<file path="config.mk">
export PLATFORM = sky130hd
export DESIGN_NAME = l2_tcdm_xbar
export DESIGN_NICKNAME = d
export VERILOG_FILES = /design/src/rtl/l2_xbar_pkg.sv /design/src/rtl/l2_rr_arbiter.sv /design/src/rtl/l2_tcdm_xbar.sv
export SDC_FILE = /design/constraint.sdc
export NUM_CORES = 1
export LEC_CHECK = 0
export CAP_MARGIN = 5
export CORE_AREA = 2 2 212 214
export DETAILED_ROUTE_END_ITERATION = 8
export DIE_AREA = 0 0 214 216
export PLACE_DENSITY_LB_ADDON = 0.12
export SLEW_MARGIN = 20
export SYNTH_ARGS = -nofsm -noshare
export SYNTH_HDL_FRONTEND = slang
export SYNTH_SLANG_ARGS = --single-unit
</file>
<file path="constraint.sdc">
create_clock -name clk_i -period 5.72 [get_ports clk_i]
set_input_delay 1.43 -clock clk_i [delete_from_list [all_inputs] [get_ports clk_i]]
set_output_delay 1.43 -clock clk_i [all_outputs]
set_load 0.01 [all_outputs]
</file>
<file path="src/rtl/l2_xbar_pkg.sv">
// ---------------------------------------------------------------------------
// l2_xbar_pkg
// Shared types and constants for the L2 TCDM crossbar.
//   tcdm_req_t : one lint request beat (req, word/byte address, wen, be, wdata)
//   tcdm_rsp_t : one lint response beat (gnt, r_valid, r_rdata, r_opc)
//   ERR_RDATA  : read data returned with an error response
// ---------------------------------------------------------------------------
package l2_xbar_pkg;

    localparam logic [31:0] ERR_RDATA = 32'hBADACCE5;

    typedef struct packed {
        logic        req;
        logic [31:0] add;
        logic        wen;     // 1 = read, 0 = write
        logic [3:0]  be;
        logic [31:0] wdata;
    } tcdm_req_t;

    typedef struct packed {
        logic        gnt;
        logic        r_valid;
        logic [31:0] r_rdata;
        logic        r_opc;   // 1 = error
    } tcdm_rsp_t;

    // Width of an index into n items, never less than one bit.
    function automatic int unsigned idx_width(input int unsigned n);
        return (n > 1) ? $clog2(n) : 1;
    endfunction

endpackage

</file>
<file path="src/rtl/l2_rr_arbiter.sv">
// ---------------------------------------------------------------------------
// l2_rr_arbiter
// N-input round-robin arbiter with a registered priority pointer.
// The search for a winner starts at ptr_reg; after a grant to input k the
// pointer moves to (k+1) mod N, otherwise it holds.
//   clk   : clock
//   rst   : asynchronous active-high reset (pointer -> 0)
//   req_i : request vector
//   gnt_o : one-hot grant vector (all zero when no request), combinational
// ---------------------------------------------------------------------------
module l2_rr_arbiter
    import l2_xbar_pkg::*;
#(
    parameter int unsigned N = 2
) (
    input  logic         clk,
    input  logic         rst,
    input  logic [N-1:0] req_i,
    output logic [N-1:0] gnt_o
);

    localparam int unsigned PW = idx_width(N);

    logic [PW-1:0] ptr_reg;
    logic [PW-1:0] ptr_next;

    always_comb begin
        logic          found;
        logic [PW:0]   sum;
        logic [PW-1:0] idx;
        gnt_o    = '0;
        ptr_next = ptr_reg;
        found    = 1'b0;
        sum      = '0;
        idx      = '0;
        for (int i = 0; i < int'(N); i++) begin
            // Candidate (ptr + i) mod N, computed one bit wider to catch wrap.
            sum = {1'b0, ptr_reg} + (PW+1)'(i);
            if (sum >= (PW+1)'(N)) begin
                sum = sum - (PW+1)'(N);
            end
            idx = sum[PW-1:0];
            if (!found && req_i[idx]) begin
                found      = 1'b1;
                gnt_o[idx] = 1'b1;
                ptr_next   = (idx == PW'(N-1)) ? '0 : idx + 1'b1;
            end
        end
    end

    always_ff @(posedge clk or posedge rst) begin
        if (rst) begin
            ptr_reg <= '0;
        end else begin
            ptr_reg <= ptr_next;
        end
    end

endmodule

</file>
<file path="src/rtl/l2_tcdm_xbar.sv">
// ---------------------------------------------------------------------------
// l2_tcdm_xbar
// Crossbar between NB_MASTERS lint masters and NB_BANKS single-cycle L2 SRAM
// banks. Words are interleaved across banks; each bank has its own
// round-robin arbiter. Grants are combinational, responses come exactly one
// cycle after the grant and are routed through per-master registers.
// Addresses beyond the mapped range are granted without touching a bank
// and answered with an error response.
//
// Ports
//   clk_i, rst_i          : clock, asynchronous active-high reset
//   mst_req_i/add/wen/be/wdata : master request channel (wen: 1 = read)
//   mst_gnt_o             : grant, same cycle as request
//   mst_r_valid_o/rdata/opc: response channel (opc: 1 = error)
//   bank_req_o/add/wen/be/wdata: bank request channel (word address)
//   bank_rdata_i          : bank read data, one cycle after bank_req_o
// ---------------------------------------------------------------------------
module l2_tcdm_xbar
    import l2_xbar_pkg::*;
#(
    parameter int unsigned NB_MASTERS = 2,
    parameter int unsigned NB_BANKS   = 4,
    parameter int unsigned BANK_WORDS = 8192,
    parameter int unsigned ADDR_WIDTH = 32,
    parameter int unsigned BANK_AW    = $clog2(BANK_WORDS)
) (
    input  logic                                  clk_i,
    input  logic                                  rst_i,
    input  logic [NB_MASTERS-1:0]                 mst_req_i,
    input  logic [NB_MASTERS-1:0][ADDR_WIDTH-1:0] mst_add_i,
    input  logic [NB_MASTERS-1:0]                 mst_wen_i,
    input  logic [NB_MASTERS-1:0][3:0]            mst_be_i,
    input  logic [NB_MASTERS-1:0][31:0]           mst_wdata_i,
    output logic [NB_MASTERS-1:0]                 mst_gnt_o,
    output logic [NB_MASTERS-1:0]                 mst_r_valid_o,
    output logic [NB_MASTERS-1:0][31:0]           mst_r_rdata_o,
    output logic [NB_MASTERS-1:0]                 mst_r_opc_o,
    output logic [NB_BANKS-1:0]                   bank_req_o,
    output logic [NB_BANKS-1:0][BANK_AW-1:0]      bank_add_o,
    output logic [NB_BANKS-1:0]                   bank_wen_o,
    output logic [NB_BANKS-1:0][3:0]              bank_be_o,
    output logic [NB_BANKS-1:0][31:0]             bank_wdata_o,
    input  logic [NB_BANKS-1:0][31:0]             bank_rdata_i
);

    localparam int unsigned LOG2B   = (NB_BANKS > 1) ? $clog2(NB_BANKS) : 0;
    localparam int unsigned BIDX_W  = idx_width(NB_BANKS);
    // First byte-address bit that lies outside the mapped L2 range.
    localparam int unsigned TOP_BIT = 2 + LOG2B + BANK_AW;

    // ------------------------------------------------------------------
    // Address decode per master
    // ------------------------------------------------------------------
    logic [NB_MASTERS-1:0][BIDX_W-1:0]  bank_idx;
    logic [NB_MASTERS-1:0][BANK_AW-1:0] word_addr;
    logic [NB_MASTERS-1:0]              oor;
    logic [NB_MASTERS-1:0][1:0]         unused_addr_lsbs;

    genvar gi, gj;

    generate
        for (gi = 0; gi < int'(NB_MASTERS); gi++) begin : g_dec
            if (NB_BANKS > 1) begin : g_idx
                assign bank_idx[gi] = mst_add_i[gi][2 +: LOG2B];
            end else begin : g_idx1
                assign bank_idx[gi] = '0;
            end

            assign word_addr[gi] = mst_add_i[gi][2+LOG2B +: BANK_AW];

            if (TOP_BIT < ADDR_WIDTH) begin : g_oor
                assign oor[gi] = |mst_add_i[gi][ADDR_WIDTH-1:TOP_BIT];
            end else begin : g_no_oor
                assign oor[gi] = 1'b0;
            end

            // Byte offset inside the 32-bit word is not used by the banks.
            assign unused_addr_lsbs[gi] = mst_add_i[gi][1:0];
        end
    endgenerate

    // ------------------------------------------------------------------
    // Per-bank request matrix, arbitration and payload mux
    // ------------------------------------------------------------------
    logic [NB_BANKS-1:0][NB_MASTERS-1:0] bank_req_mat;
    logic [NB_BANKS-1:0][NB_MASTERS-1:0] bank_gnt_mat;

    generate
        for (gi = 0; gi < int'(NB_BANKS); gi++) begin : g_bank
            for (gj = 0; gj < int'(NB_MASTERS); gj++) begin : g_rm
                assign bank_req_mat[gi][gj] = mst_req_i[gj] & ~oor[gj]
                                            & (bank_idx[gj] == BIDX_W'(gi));
            end

            l2_rr_arbiter #(
                .N (NB_MASTERS)
            ) u_arb (
                .clk   (clk_i),
                .rst   (rst_i),
                .req_i (bank_req_mat[gi]),
                .gnt_o (bank_gnt_mat[gi])
            );

            tcdm_req_t sel;

            // Grant is one-hot, so the OR-style mux never merges two masters.
            always_comb begin
                sel = '0;
                for (int m = 0; m < int'(NB_MASTERS); m++) begin
                    if (bank_gnt_mat[gi][m]) begin
                        sel.req   = 1'b1;
                        sel.add   = 32'(word_addr[m]);
                        sel.wen   = mst_wen_i[m];
                        sel.be    = mst_be_i[m];
                        sel.wdata = mst_wdata_i[m];
                    end
                end
            end

            assign bank_req_o[gi]   = sel.req;
            assign bank_add_o[gi]   = sel.add[BANK_AW-1:0];
            assign bank_wen_o[gi]   = sel.wen;
            assign bank_be_o[gi]    = sel.be;
            assign bank_wdata_o[gi] = sel.wdata;

            if (BANK_AW < 32) begin : g_add_pad
                logic [31-BANK_AW:0] unused_add_pad;
                assign unused_add_pad = sel.add[31:BANK_AW];
            end
        end
    endgenerate

    // Collapse the bank grant matrix into one hit bit per master.
    logic [NB_MASTERS-1:0] mst_bank_hit;

    always_comb begin
        mst_bank_hit = '0;
        for (int b = 0; b < int'(NB_BANKS); b++) begin
            mst_bank_hit = mst_bank_hit | bank_gnt_mat[b];
        end
    end

    // ------------------------------------------------------------------
    // Per-master grant and registered response routing
    // ------------------------------------------------------------------
    generate
        for (gi = 0; gi < int'(NB_MASTERS); gi++) begin : g_mst
            logic              pending_reg;
            logic              err_reg;
            logic              wr_reg;
            logic [BIDX_W-1:0] bank_reg;
            tcdm_rsp_t         rsp;

            always_comb begin
                rsp         = '0;
                // Out-of-range requests never compete for a bank.
                rsp.gnt     = (mst_req_i[gi] & oor[gi]) | mst_bank_hit[gi];
                rsp.r_valid = pending_reg;
                rsp.r_opc   = pending_reg & err_reg;
                if (pending_reg) begin
                    if (err_reg) begin
                        rsp.r_rdata = ERR_RDATA;
                    end else if (wr_reg) begin
                        rsp.r_rdata = 32'h0;
                    end else begin
                        rsp.r_rdata = bank_rdata_i[bank_reg];
                    end
                end
            end

            always_ff @(posedge clk_i or posedge rst_i) begin
                if (rst_i) begin
                    pending_reg <= 1'b0;
                    err_reg     <= 1'b0;
                    wr_reg      <= 1'b0;
                    bank_reg    <= '0;
                end else begin
                    pending_reg <= rsp.gnt;
                    if (rsp.gnt) begin
                        err_reg  <= oor[gi];
                        wr_reg   <= ~mst_wen_i[gi];
                        bank_reg <= bank_idx[gi];
                    end
                end
            end

            assign mst_gnt_o[gi]     = rsp.gnt;
            assign mst_r_valid_o[gi] = rsp.r_valid;
            assign mst_r_rdata_o[gi] = rsp.r_rdata;
            assign mst_r_opc_o[gi]   = rsp.r_opc;
        end
    endgenerate

endmodule

</file>
==> summary.md <==
| Metric | Value |
|---|---|
| Result of the run | `completed` |
| Final count of negative-setup-slack endpoints | `0` |
| Sum of buffers and inverters on the critical path | `4` |
| Launch point of the worst hold path | `g_mst[0].wr_reg` |
| Reg clk slew, reported paths | `about 0.05 ns` |
| Total placed cells including tap cells | `approximately 1700` |
| Post-route fraction of the period consumed by the critical path | `about 99%` |
| Count of synthesis-stage warnings from yosys | `0` |
| Final routed DRC violation total | `0` |
| Setup slack, reg-to-reg | `about 3.5 ns` |
| First-pass GRT wire length | `roughly 57000 um` |
| Clock buffer depth | `2` |
| Final hold vios | `0` |
| Min Tclk post-route | `between 5 and 6 ns` |
| Number of inserted filler cells in the final layout | `about 4700` |
| Detailed-route wire length | `approximately 40000 um` |
| Starting DRT DRC Count | `282` |
| Area added between synthesis and finish | `143%` |
| Mapped Avg Cell Area | `between 9 and 10 um2` |
| Total die area | `roughly 46000 um2` |
| Critical Path Most Common Cell | `clkdlybuf4s50_1` |
| Clock tree from TritonCTS | `done` |
| Yosys reg bits | `14` |
| Largest stage delay on the critical path | `approximately 0.55 ns` |
| Worst Tran Pin Value | `approximately 0.90 ns` |
| Critical Path Fanout Max | `50` |
| Primary FF master, synth | `dfrtp_1` |
| Vias | `~7300` |
| Setup Crit Path Kind | `input pin to output port` |
| P per Cell Area | `66.6 nW/um2` |
| Post-layout utilization of the core | `27.5%` |
| Total iterations of the first detailed-routing run | `4` |
| Share of layout cells above drive strength 1 | `between 10% and 20%` |
| Commonest cells after routing, fill and taps aside | `428 x clkdlybuf4s50_1, 200 x a22o_1, 108 x dlymetal6s2s_1, 64 x mux4_2, 50 x inv_1` |
| Clock sink total | `14` |
| Path length in cells of the critical path | `9` |
| Num rows | `77` |
| Total routing usage reported by global routing | `roughly 16%` |
| R2R cell count | `5` |
| Nets@finish | `approximately 1400` |
| Required time at the endpoint of the critical path | `between 4 and 5 ns` |
| Post-synthesis sequential area ratio | `7.08%` |
| Cts-stage hold buffer count | `0` |
| Non-filler cells, final | `roughly 1700` |
| Maximum number of pins on one net before global-route repair | `between 50 and 60` |
| Placeable core region | `43800 um2` |
| Count of different cell masters after synthesis | `44` |
| Die Wd | `about 210 um` |
| Kind of end point of the critical path | `output port` |
| Crit path launch type | `input pin` |
| Starting Density | `11.3%` |
| Via/cell ratio | `4.36` |
| Number of synthesized flops with an enable pin | `0` |
| Worst r2r dst | `g_mst[1].bank_reg[1]` |
| Start of the worst register-to-register path | `g_bank[2].u_arb.ptr_reg` |
| Headroom to the max-slew limit | `39.9%` |
| Top cell family by delay on the critical path | `buffers and inverters` |
| Maximum VDD drop | `between 0.08 and 0.09 mV` |
| Post-synthesis cell area | `4950 um2` |
| Fin Setup TNS | `0 ns` |
| Worst-Skew Late Latency | `between 0.2 and 0.3 ns` |
| Maximum operating frequency | `about 180 MHz` |
| Clock root cell | `clkbuf_16` |
| Vias in the first global route | `approximately 8000` |
| Reported max-cap violation count | `0` |
| Number of cells traversed by the worst hold path | `2` |
| Count of final max-slew check failures | `0` |
| Number of nets with antenna violations after routing | `0` |
| Share of flip-flops with an asynchronous set or reset | `between 90% and 100%` |
| Unrepaired setup endpoints after global routing | `true` |
| Leading cell type in the layout, fill and taps excluded | `clkdlybuf4s50_1` |
| Cell with the largest stage delay on the worst path | `or4_4` |
| Vertical die dimension | `216 um` |
| Clock buffers created by TritonCTS | `3` |
| Final weighted congestion in routability-driven placement | `a little under 0.9` |
| IO Port Bufs | `around 540` |
| Class of the tightest hold or removal check | `flip-flop to flip-flop` |
| Number of instances in the synthesized netlist | `roughly 540` |
| Antenna violations before repair | `10` |
| Detailed-route wire length per cell | `between 20 and 25 um` |
| Post-synthesis net count | `a little over 800` |
| H-tree levels | `1` |
| Total gr overflow | `0` |
| Data arrival time of the critical path | `about 4.2 ns` |
| List of cells traversed by the critical path | `clkdlybuf4s50_1 -> or4_4 -> nor3b_2 -> buf_4 -> nand3_1 -> o21a_2 -> buf_12 -> a22o_1 -> clkdlybuf4s50_1` |
| Largest clock skew in the final design | `just over 0.008 ns` |
| LEAKAGE | `~0.0063 uW` |
| Worst Hold Path EP | `g_mst[0].wr_reg` |
| HPWL after detailed placement | `roughly 32000 um` |
| Boundary Pins | `about 540` |
-- tightest hold or removal path: cells and delay by family, from the launching register on --
| kind | cells | cell delay, ns |
|---|---|---|
| DFF | 1 | 0.31 |
| muxes | 1 | 0.11 |
| buffers and inverters | 1 | 0.05 |
-- what timing repair did --
item | 4_1_cts | 5_1_grt
endpoints found under the hold margin | 0 | 0
gates cloned | 1 | 1
pin swaps | 1 | 2
setup buffers | 4 | 0
gates resized for setup | 3 | 112
setup endpoints to repair | 3 | 147
-- cell type report --
class / count / area, um2 / share of cell area, %
clock buffer: 4 / 88.8 / 0.738
tap: 592 / 741 / 6.15
sequential: 14 / 353 / 2.93
antenna: 8 / 20.0 / 0.166
multi-input combinational: 409 / 4170 / 34.6
timing repair buffer: 608 / 6480 / 53.8
inverter: 50 / 188 / 1.56
-- how the worst max path moves through the flow --
stage | start | endpoint | slack [ns]
after global placement | mst_add_i[18] | bank_wdata_o[0] | 0.001
after floorplan | mst_add_i[18] | bank_add_o[29] | 1.15
after CTS | mst_add_i[18] | bank_wdata_o[0] | 0.003
after detailed placement | mst_add_i[18] | bank_wen_o[2] | -0.009
after global routing | mst_add_i[18] | bank_wdata_o[12] | -0.07
final | mst_add_i[18] | bank_wdata_o[38] | 0.05
-- routing by layer --
layer	vias to the layer above	track usage, %	wire length, um
li1	3343	-	-
met2	353	30.0	20700
met5	-	0	23
met3	24	6.93	4320
met4	4	3.26	506
met1	3615	17.6	14800
-- cells by family after synthesis --
family | Yosys count | synth area share, %
simple gates | 77 | 9.48
flops | 14 | 7.08
buf+inv | 120 | 9.89
compound gates | 261 | 42.9
mux | 71 | 30.6
-- per-stage QoR --
stage / total power, uW / setup WS [ns] / hold slack, ns / cell area, um2
floorplan: 326 / 1.15 / 0.482 / 4950
global placement: 657 / 0.00101 / 0.501 / 11500
detailed placement: 660 / -0.00907 / 0.508 / 11500
CTS: 815 / 0.00300 / 0.519 / 11700
global route: 851 / -0.0669 / 0.553 / 12000
finish: 802 / 0.0496 / 0.513 / 12000
-- report_power, final --
group | switching, uW | internal, uW
Clock | 44.5 | 106
Combinational | 185 | 336
Sequential | 26.5 | 104
Total | 256 | 546
-- cells in the mapped netlist, types with 3 or more instances --
cell	count	area share, %
and3_1	3	0.38
nand4_1	4	0.51
buf_2	25	2.5
nand2_1	10	0.76
o21a_1	3	0.46
nor4_1	6	0.76
nor2b_1	26	3.3
clkbuf_1	35	2.7
o21ai_0	39	3.9
a21oi_1	4	0.40
inv_1	50	3.8
or3_1	4	0.51
buf_1	8	0.61
nor3_1	6	0.61
dfrtp_1	14	7.1
mux4_2	64	29
a22o_1	200	35
nand3_1	3	0.30
mux2i_1	4	0.81
(Power assumes the default switching activity.)
==> RTL edit 1, RTL diff (same flow settings) <==
`BANK_WORDS`: 8192 -> 4096.
--- a/src/rtl/l2_tcdm_xbar.sv
+++ b/src/rtl/l2_tcdm_xbar.sv
@@ -20,7 +20,7 @@
 #(
     parameter int unsigned NB_MASTERS = 2,
     parameter int unsigned NB_BANKS   = 4,
-    parameter int unsigned BANK_WORDS = 8192,
+    parameter int unsigned BANK_WORDS = 4096,
     parameter int unsigned ADDR_WIDTH = 32,
     parameter int unsigned BANK_AW    = $clog2(BANK_WORDS)
 ) (
Interface: changed (resized bank_add_o); port bits go from 544 to 540. No check against the original RTL was run, so the function may have changed too.
==> RTL edit 1 against the original RTL <==
Clock skew fell by 0.0069 ns. Sequential cell count did not move. Sequential power fell by 8%. First-iteration DRC count did not move. Non-clock buffer count did not move. Synthesized area rose by 1.1%. Highest routed layer is now met4. Power rose by 0.57%. Worst setup slack improved by 0.11 ns. Hold slack got worse by 0.0099 ns. Die area did not move. Routed wire length fell by 1.3%. Final area fell by 2.0%. Largest cell class unchanged.
==> RTL edit 1: results <==
[outcome]
status = finished, final reports clean

[global_route]
grt_pass1_wl_mm = 57.1
grt_pass1_vias = 8044
grt_max_degree = 33
use_met3_pct = 6.38
met2_usage_pct = 28.9
antenna_found_initial = 9
grt_util_met1_pct = 18.4
grtUsageTotal_pct = 16.4

[worst_setup_path]
worst-r2r-setup-slack_ns = 3.43
crit_slowest_cell = clkdlybuf4s50_1
arrival_ns = 4.13
cp-endpoint = bank_wdata_o[57]
critPathLaunch = mst_add_i[57]
max_stage_delay_ns = 0.49
r2r_cells = 6

[placed_design]
placed_cells = 1672
gp_congestion = 0.847
pre_cts_ws_ns = -0.00946
portBuffers = 535
dp_hpwl_mm = 32.2
placed_area_mm2 = 0.0116

[power]
pg_clk_w = 0.000146
p_leak_nw = 4.21
power.switching_w = 0.000256
max-vdd-ir-drop_uv = 92.2

[yosys]
synthMuxAreaShare_pct = 30.5
synth_compound_area_share_pct = 41.9
syn_inst = 547
yosysUniqueCellTypes = 47
syn_nets = 817
ys_seq_area_share_pct = 7.00

[drt]
route.met3.wl_mm = 4.02
highest_layer = met4
met1_length_mm = 15.3
vias_per_cell = 4.41
vias = 7422
wl_met2_mm = 19.7

[sta]
skew_ns = 0.00121
relSlewSlack_pct = 43.7
max_freq_mhz = 180

[clock_tree]
cts_setup_buffers = 0
post_cts_resized = 0
RTL edit 1: cell count changes after synthesis, sizes merged, moves of 4 or more:
cell / change
a22o: -20
a32o: +16
buf: -11
clkbuf: +15
nor4: +6
or3: -4
RTL edit 1: how the worst min path moves through the flow:
stage	from	end	slack [ns]	cells after the start
floorplan	g_mst[0].err_reg	g_mst[0].err_reg	0.48	2
global placement	g_mst[0].bank_reg[1]	g_mst[0].bank_reg[1]	0.49	1
detailed placement	g_mst[1].bank_reg[1]	g_mst[1].bank_reg[1]	0.50	1
CTS	g_mst[0].bank_reg[1]	g_mst[0].bank_reg[1]	0.51	1
global route	g_mst[1].bank_reg[1]	g_mst[1].bank_reg[1]	0.53	1
finish	g_mst[0].bank_reg[1]	g_mst[0].bank_reg[1]	0.50	1
RTL edit 1: cell type report:
class	instances	area [um2]
inverter	48	180
antenna	7	17.5
sequential	14	353
tap	592	741
clock buffer	4	88.8
fill	4745	32000
timing repair buffer	608	6140
multi-input combinational	411	4280
==> RTL edit 2, RTL diff (same flow settings) <==
Made on the original files. Reset style: synchronous (`rst` and `rst_i`), changed in 2 clocked blocks. Comments in the files are not updated.
--- a/src/rtl/l2_rr_arbiter.sv
+++ b/src/rtl/l2_rr_arbiter.sv
@@ -48,7 +48,7 @@
         end
     end
 
-    always_ff @(posedge clk or posedge rst) begin
+    always_ff @(posedge clk) begin
         if (rst) begin
             ptr_reg <= '0;
         end else begin
--- a/src/rtl/l2_tcdm_xbar.sv
+++ b/src/rtl/l2_tcdm_xbar.sv
@@ -168,7 +168,7 @@
                 end
             end
 
-            always_ff @(posedge clk_i or posedge rst_i) begin
+            always_ff @(posedge clk_i) begin
                 if (rst_i) begin
                     pending_reg <= 1'b0;
                     err_reg     <= 1'b0;
Function: differs if rst_i is asserted again (counterexample within 4 cycles, from zero or initial values and one cycle with rst_i high); with rst_i held inactive, the same outputs for 4 cycles.
==> RTL edit 2 against the original RTL <==
Routed wire length increased by 9.0%. Clock skew decreased by 0.0069 ns. Power decreased by 5.4%. Synthesized area increased by 14%. Sequential cell count unchanged. Core utilization increased by 1.2 points. Worst setup slack improved by 0.037 ns. Final area increased by 4.4%. Critical path type unchanged.
==> RTL edit 2: results <==
[worst_setup_path]
crit_slowest_cell = clkdlybuf4s50_1
max_stage_delay_ns = 0.49
r2r_start = g_bank[2].u_arb.ptr_reg
arrival_ns = 4.20
critPathLaunch = mst_req_i[0]
cp-endpoint = bank_wdata_o[6]
r2r-end = g_mst[0].wr_reg
cp_top_family = simple AND/OR/NAND/NOR gates
worst-r2r-setup-slack_ns = 3.95
cp_max_fo = 7

[drt]
drt_iter0_markers = 384
routed_wirelength_mm = 43.9
vias = 8737
first_pass_iters = 5

[sta]
skew_ns = 0.00119
tightest_slew_ns = 1.01
fin_crit_ns = 5.63

[global_route]
grt_pass1_wl_mm = 62.6
grt_max_degree = 39
grt_pass1_vias = 8871
grtUsageTotal_pct = 17.8
antenna_found_initial = 4

[layout]
multi_input_area_mm2 = 0.00481
drive_gt1_share_pct = 21.0
nonClockBufferCount = 638
fill_cells = 4802
seq_share_pct = 2.25
finalNetCount = 1591
clk_share_pct = 0.707
inv_count = 43
multi_input_cells = 621
nFlopsAndLatches = 14

[yosys]
syn_nets = 1046
synth_area_leaders = mux4_2 26%, a22o_1 16%, nand2_1 14%
synth_compound_area_share_pct = 33.2
async_reset_ff_share_pct = 0
synthFlopType = dfxtp_1
synth.cells.most_frequent = 203 x nand2_1, 102 x a22o_1, 102 x o22ai_1
yosysUniqueCellTypes = 41

[placed_design]
pre_cts_ws_ns = -0.380
dp_hpwl_mm = 31.5
gp_congestion = 0.834

[power]
clkPwrFrac_pct = 19.4
switching_share_pct = 30.9
p_leak_nw = 5.28
max-vdd-ir-drop_uv = 98.7

[clock_tree]
post_cts_resized = 343
cts_setup_buffers = 21

[hold_path]
hold_end = g_mst[1].bank_reg[1]

[outcome]
status = finished, final reports clean
==> RTL edit 2: per-stage QoR <==
| step | hold slack (ns) | total power [W] | std cells | TNS (ns) | cell area, um2 |
|---|---|---|---|---|---|
| floorplan | 0.501 | 0.000283 | 776 | 0 | 5620 |
| global placement | 0.461 | 0.000611 | 1870 | -44.65 | 12100 |
| detailed placement | 0.470 | 0.000616 | 1870 | -41.68 | 12100 |
| CTS | 0.478 | 0.000771 | 1903 | -1.31 | 12500 |
| global route | 0.500 | 0.000807 | 1915 | 0 | 12600 |
| finish | 0.476 | 0.000759 | 1915 | 0 | 12600 |
==> RTL edit 2: per-layer routing <==
| layer | GRT usage, % | share of wire [%] | vias to the layer above |
|---|---|---|---|
| met5 | 0 | 0 | - |
| met1 | 20.9 | 40 | 4261 |
| met4 | 3.80 | 1.7 | 0 |
| met3 | 4.90 | 8.1 | 34 |
| li1 | - | - | 4018 |
| met2 | 32.1 | 50 | 424 |
